--- config.mk ---
export PLATFORM = sky130hd
export DESIGN_NAME = ncca_seq_ctrl
export DESIGN_NICKNAME = d
export VERILOG_FILES = /design/src/rtl/ncca_seq_ctrl.sv
export SDC_FILE = /design/constraint.sdc
export NUM_CORES = 1
export LEC_CHECK = 0
export ABC_CLOCK_PERIOD_IN_PS = 4100
export CAP_MARGIN = 10
export CELL_PAD_IN_SITES_DETAIL_PLACEMENT = 0
export CELL_PAD_IN_SITES_GLOBAL_PLACEMENT = 2
export CORE_MARGIN = 2
export CORE_UTILIZATION = 33
export DETAILED_ROUTE_END_ITERATION = 16
export PLACE_DENSITY_LB_ADDON = 0.1
export SLEW_MARGIN = 20
export SYNTH_ARGS = -nofsm -noshare
export SYNTH_HDL_FRONTEND = slang
export SYNTH_SLANG_ARGS = --single-unit
--- constraint.sdc ---
create_clock -name clk -period 4.1 [get_ports clk]
set_input_delay 0.82 -clock clk [delete_from_list [all_inputs] [get_ports clk]]
set_output_delay 0.82 -clock clk [all_outputs]
set_load 0.03 [all_outputs]
--- src/rtl/ncca_seq_ctrl.sv ---
// ncca_seq_ctrl: sequential 8x8 unsigned multiplier controller built around one shared 4x4
// sub-multiplier. The four nibble partial products are issued one per cycle in the order
// LL, LH, HL, HH and accumulated into a 16-bit result.
//
// Ports:
//   clk, rst            clock, synchronous active-high reset
//   in_valid/in_ready   operand handshake (a, b, exact_mode)
//   sub_a/sub_b         nibble operands to the shared sub-multiplier
//   sub_exact           1 = exact sub-multiplier, 0 = approximate
//   sub_prod            combinational sub-multiplier result for the current nibble pair
//   out_valid/out_ready result handshake; prod reads 0 when out_valid is low
//   busy                high whenever the controller is not idle
//   op_count            results delivered, modulo 256
module ncca_seq_ctrl (
  input  logic        clk,
  input  logic        rst,
  input  logic        in_valid,
  output logic        in_ready,
  input  logic [7:0]  a,
  input  logic [7:0]  b,
  input  logic        exact_mode,
  output logic [3:0]  sub_a,
  output logic [3:0]  sub_b,
  output logic        sub_exact,
  input  logic [7:0]  sub_prod,
  output logic        out_valid,
  input  logic        out_ready,
  output logic [15:0] prod,
  output logic        busy,
  output logic [7:0]  op_count
);

  localparam logic [2:0] StIdle = 3'd0;
  localparam logic [2:0] StLl   = 3'd1;
  localparam logic [2:0] StLh   = 3'd2;
  localparam logic [2:0] StHl   = 3'd3;
  localparam logic [2:0] StHh   = 3'd4;
  localparam logic [2:0] StDone = 3'd5;

  logic [2:0]  state_q, state_d;
  logic [7:0]  a_q, a_d;
  logic [7:0]  b_q, b_d;
  logic        exact_q, exact_d;
  logic [15:0] acc_q, acc_d;
  logic [7:0]  cnt_q, cnt_d;
  logic        accept;

  // In DONE a new operand pair is only taken together with the result handshake.
  assign in_ready  = (state_q == StIdle) || ((state_q == StDone) && out_ready);
  assign accept    = in_valid && in_ready;
  assign out_valid = (state_q == StDone);
  assign prod      = out_valid ? acc_q : 16'h0000;
  assign busy      = (state_q != StIdle);
  assign op_count  = cnt_q;

  // Nibble selection for the shared sub-multiplier; LL is always exact.
  always_comb begin
    sub_a     = 4'h0;
    sub_b     = 4'h0;
    sub_exact = 1'b0;
    case (state_q)
      StLl: begin
        sub_a     = a_q[3:0];
        sub_b     = b_q[3:0];
        sub_exact = 1'b1;
      end
      StLh: begin
        sub_a     = a_q[3:0];
        sub_b     = b_q[7:4];
        sub_exact = exact_q;
      end
      StHl: begin
        sub_a     = a_q[7:4];
        sub_b     = b_q[3:0];
        sub_exact = exact_q;
      end
      StHh: begin
        sub_a     = a_q[7:4];
        sub_b     = b_q[7:4];
        sub_exact = exact_q;
      end
      default: begin
        sub_a     = 4'h0;
        sub_b     = 4'h0;
        sub_exact = 1'b0;
      end
    endcase
  end

  always_comb begin
    state_d = state_q;
    a_d     = a_q;
    b_d     = b_q;
    exact_d = exact_q;
    acc_d   = acc_q;
    cnt_d   = cnt_q;
    case (state_q)
      StIdle: begin
        if (accept) state_d = StLl;
      end
      StLl: begin
        acc_d   = acc_q + {8'h00, sub_prod};
        state_d = StLh;
      end
      StLh: begin
        acc_d   = acc_q + {4'h0, sub_prod, 4'h0};
        state_d = StHl;
      end
      StHl: begin
        acc_d   = acc_q + {4'h0, sub_prod, 4'h0};
        state_d = StHh;
      end
      StHh: begin
        // Carry out of bit 15 is intentionally dropped.
        acc_d   = acc_q + {sub_prod, 8'h00};
        state_d = StDone;
      end
      StDone: begin
        if (out_ready) begin
          cnt_d   = cnt_q + 8'd1;
          state_d = accept ? StLl : StIdle;
        end
      end
      default: state_d = StIdle;
    endcase
    if (accept) begin
      a_d     = a;
      b_d     = b;
      exact_d = exact_mode;
      acc_d   = 16'h0000;
    end
  end

  always_ff @(posedge clk) begin
    if (rst) begin
      state_q <= StIdle;
      a_q     <= 8'h00;
      b_q     <= 8'h00;
      exact_q <= 1'b0;
      acc_q   <= 16'h0000;
      cnt_q   <= 8'h00;
    end else begin
      state_q <= state_d;
      a_q     <= a_d;
      b_q     <= b_d;
      exact_q <= exact_d;
      acc_q   <= acc_d;
      cnt_q   <= cnt_d;
    end
  end

endmodule
# After elaboration in Yosys (flattened, before gate mapping)
# Index checks and enable logic that the tools add are counted.
# totals
out_inout_bits	36
input_bits	29
memories	0
romBits	0
latch_bits	0
mem_bits_rw	0
regBits	44
# op_classes
n_reduce_logical	15
add_sub_neg	4
div_mod_pow	0
n_bitwise	0
n_shift	0
n_mul	0
eq_ne	7
muxes	9
n_lt_le_gt_ge	0
# ops
operator	count
one-hot mux 16 bit (3 select lines)	1
one-hot mux 3 bit (6 select lines)	1
adder 16 x 12 -> 16 bit	1
adder 16 bit	1
adder 16 x 8 -> 16 bit	1
2-to-1 mux 16 bit	1
one-hot mux 4 bit (2 select lines)	2
OR reduction 2 bit	6
adder 8 x 1 -> 8 bit (second input constant)	1
== test 3 x 2 -> 1 bit (second input constant)	2
== test 3 bit (second input constant)	2
2-to-1 mux 3 bit	2
nonzero test 3 bit	2
AND reduction 2 bit	2
== test 3 x 1 -> 1 bit (second input constant)	1
logical NOT 3 bit	1
OR reduction 3 bit	1
logical AND 1 bit	2
!= test 2 x 1 -> 1 bit (second input constant)	1
!= test 2 bit (second input constant)	1
one-hot mux 1 bit (2 select lines)	1
logical OR 1 bit	1
2-to-1 mux 1 bit	1

# Logic depth before layout (Yosys ltp)
# logic_depth
ltp_word	7
ltp_mapped	9
ltp_nobuf	9

# Worst setup path after synthesis
# OpenSTA, ideal clock, no wires.
# synth_timing
path_kind	register to output
start	reg state_q[1]
end	out sub_a[1]
required_time_ns	3.280
t_arrival_ns	1.794
slack_ns	1.486
stages_incl_launch_ff	6
path_cell_list	dfxtp_1 > buf_2 > buf_1 > nor2b_1 > a22oi_1 > o21ai_0
# synth_between
elab_chain_cells	3
elab_cells_between_ends	7
classes_between	4 x eq/ne; 1 x mux; 2 x reduce/logical
# synth_rtl
item	line	text
start, declared	40	logic [2:0] state_q, state_d;
start signal, assigned	136	state_q <= StIdle;
start signal, assigned	143	state_q <= state_d;
== test 3 bit, or another cell as far along	61	case (state_q)
OR reduction 2 bit (no source line)	--	
one-hot mux 4 bit (2 select lines) *	61	
end, declared	22	output logic [3:0] sub_a,
# Every way passes the cells marked *; elsewhere a longest branch is shown, timed or not.

# Worst setup path in the final report
# layout_timing
start	reg state_q[2]
end	out sub_exact
# layout_between
elab_chain_cells	3
elab_cells_between_ends	6
classes_between	4 x eq/ne; 1 x mux; 1 x reduce/logical
# layout_rtl
item	line	text
== test 3 bit / == test 3 x 2 -> 1 bit (equally long branches)	61	
OR reduction 3 bit (no source line)	--	
one-hot mux 1 bit (2 select lines) *	61	
end, declared	24	output logic sub_exact,
# Marks and branches as above.

==> results.sh <==
export IMPL_status="finished, final reports clean"
export IMPL_syn_inst=447
export IMPL_fmax_mhz=285
export IMPL_nets=562
export IMPL_hold_start="op_count[1]"
export IMPL_viasPerCell=5.29
export IMPL_relSlewSlack=0.464
export IMPL_comb_power_share=0.382
export IMPL_io_pins=65
export IMPL_clockBufferDepth=2
export IMPL_diodes=0
export IMPL_start_util=0.339
export IMPL_dpl_hpwl_microns=8180
export IMPL_setup_tns_ns=0
export IMPL_worstSetupPathType="reg2out"
export IMPL_drive_gt1_frac=0.0651
export IMPL_ys_types=57
export IMPL_path_clk_slew_ns=0.09
export IMPL_dieArea_sq_mm=0.0114
export IMPL_required_ns=3.28
export IMPL_finalCriticalPeriod_ns=3.51
export IMPL_die_x_microns=107
export IMPL_fin_worst_skew_ns=0.00491
export IMPL_p_leak_nw=1.80
export IMPL_fin_ws_ns=0.595
export IMPL_gp_congestion=0.861
export IMPL_synth_edf_count=0
export IMPL_p_seq_frac=0.394
export IMPL_grt_usage=0.191
export IMPL_io_buffers=64
export IMPL_powerDensity_mw_per_mm2=291
export IMPL_hold_class="reg2reg"
export IMPL_wire_per_inst_microns=16.6
export IMPL_area_growth_synth_to_final_pct=25.2
export IMPL_synth_seq_area_share=0.252
export IMPL_core_sq_mm=0.0103
export IMPL_yosys_warnings=0
export IMPL_ff2ff_path_depth=6
export IMPL_swShare=0.382
export IMPL_cts_sinks=44
export IMPL_placementRows=37
export IMPL_clkPwrFrac=0.224
export IMPL_holdBufCountCts=0
export IMPL_startpoint="state_q[2]"
export IMPL_tritoncts="yes"
export IMPL_endpoint_kind="output pin"
export IMPL_syn_nets=503
export IMPL_period_share=0.855
export IMPL_cts_resized_gates=0
export IMPL_grt_overflow_total=0
export IMPL_p_int_mw=0.786
export IMPL_grt_pass1_vias=3252
export IMPL_p_sw_mw=0.487
export IMPL_setup_violations=0
export IMPL_wirelength_microns=10700
export IMPL_avgSynthCellArea_sq_um=7.82
export IMPL_post_cts_repair_setup_buffers=0
export IMPL_synth_flop_cell="dfxtp_1"
export IMPL_cp_max_fo=23
export IMPL_grt_max_degree=31
export IMPL_drt_initial_drc_count=125
export IMPL_syn_area_sq_mm=0.00350
export IMPL_synth_seq_cells=44
export IMPL_pre_cts_slack_ns=0.713
export IMPL_htreeDepth=2
export IMPL_maxCapViolCount=0
export IMPL_cts_made_buffers=5
export IMPL_slew_viol_final=0
export IMPL_cp_arrival_ns=2.69
export IMPL_rsz0062_at_grt="no"
export IMPL_final_hold_viol_count=0
export IMPL_ant_nets=0
export IMPL_timing_rr_start="state_q[2]"
export IMPL_vdd_ir_drop_max_mv=0.151
export IMPL_num_vias=3403
export IMPL_critPathLaunchType="flop"
export IMPL_insertion_delay_ns=0.29
export IMPL_hold_depth=2
export IMPL_grt_pass1_wl_microns=17100
export IMPL_drt_drc_violations_left=0
export IMPL_antenna_found_initial=0
export IMPL_ctsRootBufferMaster="clkbuf_8"
export IMPL_async_flop_share=0
export IMPL_worst_pin_slew_ns=0.804
export IMPL_final_util=0.424
export IMPL_die_h_microns=107
export IMPL_firstDrtPassIters=4
[routing by layer]
layer / share of wire / vias to the layer above / track usage
met3: 0.049 / 12 / 0.0334
li1: - / 1736 / -
met4: 0.015 / 0 / 0.0547
met5: 0 / - / 0
met1: 0.48 / 1556 / 0.257
met2: 0.45 / 99 / 0.312
[flip-flops by register name, indices dropped and copies added (netlist names)]
register,flops
acc_q,16
a_q,8
b_q,8
op_count,8
state_q,3
exact_q,1
[worst max-delay path, cell delays in order (launching register included)]
cell             delay (ns)
dfxtp_1                0.86
inv_1                  0.21
nand2_1                0.19
nand2_1                0.26
nor2_1                 0.18
clkdlybuf4s50_1        0.69
[final timing paths]
| check | end | slack, ns |
|---|---|---|
| setup / recovery | sub_exact | 0.59 |
| hold / removal | op_count[1] | 0.51 |
| setup reg to reg | acc_q[13] | 1.72 |
| hold reg to reg | op_count[1] | 0.51 |
[power groups by stage]
stage	combinational, mW	clock [mW]	sequential [mW]
2_1_floorplan	0.340	0	0.492
3_3_place_gp	0.487	0	0.511
3_5_place_dp	0.482	0	0.511
4_1_cts	0.485	0.304	0.501
5_1_grt	0.535	0.321	0.507
6_report	0.486	0.286	0.501
[layout by cell type, fill, tap and decap left out, drive strengths merged, types with 7 or more instances in the layout]
| cell | Yosys | final |
|---|---|---|
| a21oi | 31 | 31 |
| o21ai | 26 | 26 |
| buf | 8 | 11 |
| dfxtp | 44 | 44 |
| nor2 | 53 | 53 |
| nand3 | 13 | 13 |
| nor2b | 9 | 9 |
| ha | 24 | 24 |
| and2 | 19 | 19 |
| and3 | 8 | 8 |
| xor2 | 11 | 11 |
| clkdlybuf4s50 | 0 | 64 |
| xnor2 | 11 | 11 |
| inv | 11 | 11 |
| nand2 | 39 | 39 |
| a21o | 7 | 7 |
| a211oi | 10 | 10 |
| nor3 | 7 | 7 |
| mux2i | 24 | 24 |
[area by class of cell]
cell class / instances / area [sq um]
sequential: 44 / 881
inverter: 11 / 41.3
multi-input combinational: 369 / 2470
clock buffer: 6 / 72.6
fill: 1080 / 5940
tap: 136 / 170
clock inverter: 2 / 16.3
timing repair buffer: 75 / 723
[logic make-up after synthesis]
logic type,share of synthesized area
AO/OA/AOI/OAI,0.231
XOR/XNOR,0.0572
adder cells (fa/ha/maj),0.103
buffers and inverters,0.0415
flip-flops,0.252
multiplexers,0.0784
AND/OR/NAND/NOR,0.236
[metrics by stage]
stage	hold WS, ns	power, mW	area, sq um	cells
finish	0.507	1.27	4380	643
CTS	0.513	1.29	4380	643
global route	0.546	1.36	4380	643
floorplan	0.463	0.831	3500	447
global placement	0.478	0.998	4290	635
detailed placement	0.488	0.993	4290	635
[synthesized netlist by cell type, drive strengths merged, types with 5 or more instances]
cell     n  area share
ha      24       0.086
nand2   39       0.042
nor2b    9       0.016
nor2    53       0.058
o22ai    5      0.0089
o31ai    6       0.013
nand2b   6       0.011
a21o     7       0.015
a21oi   31       0.044
and3     8       0.014
buf      8       0.014
inv     11       0.012
mux2i   24       0.069
a22oi    6       0.013
nor3     7       0.010
clkbuf  15       0.016
nand3   13       0.019
xor2    11       0.028
and2    19       0.034
o21ai   26       0.038
dfxtp   44        0.25
xnor2   11       0.030
a31oi    6       0.011
a211oi  10       0.021
No activity file was read; power rests on OpenSTA's default activity.
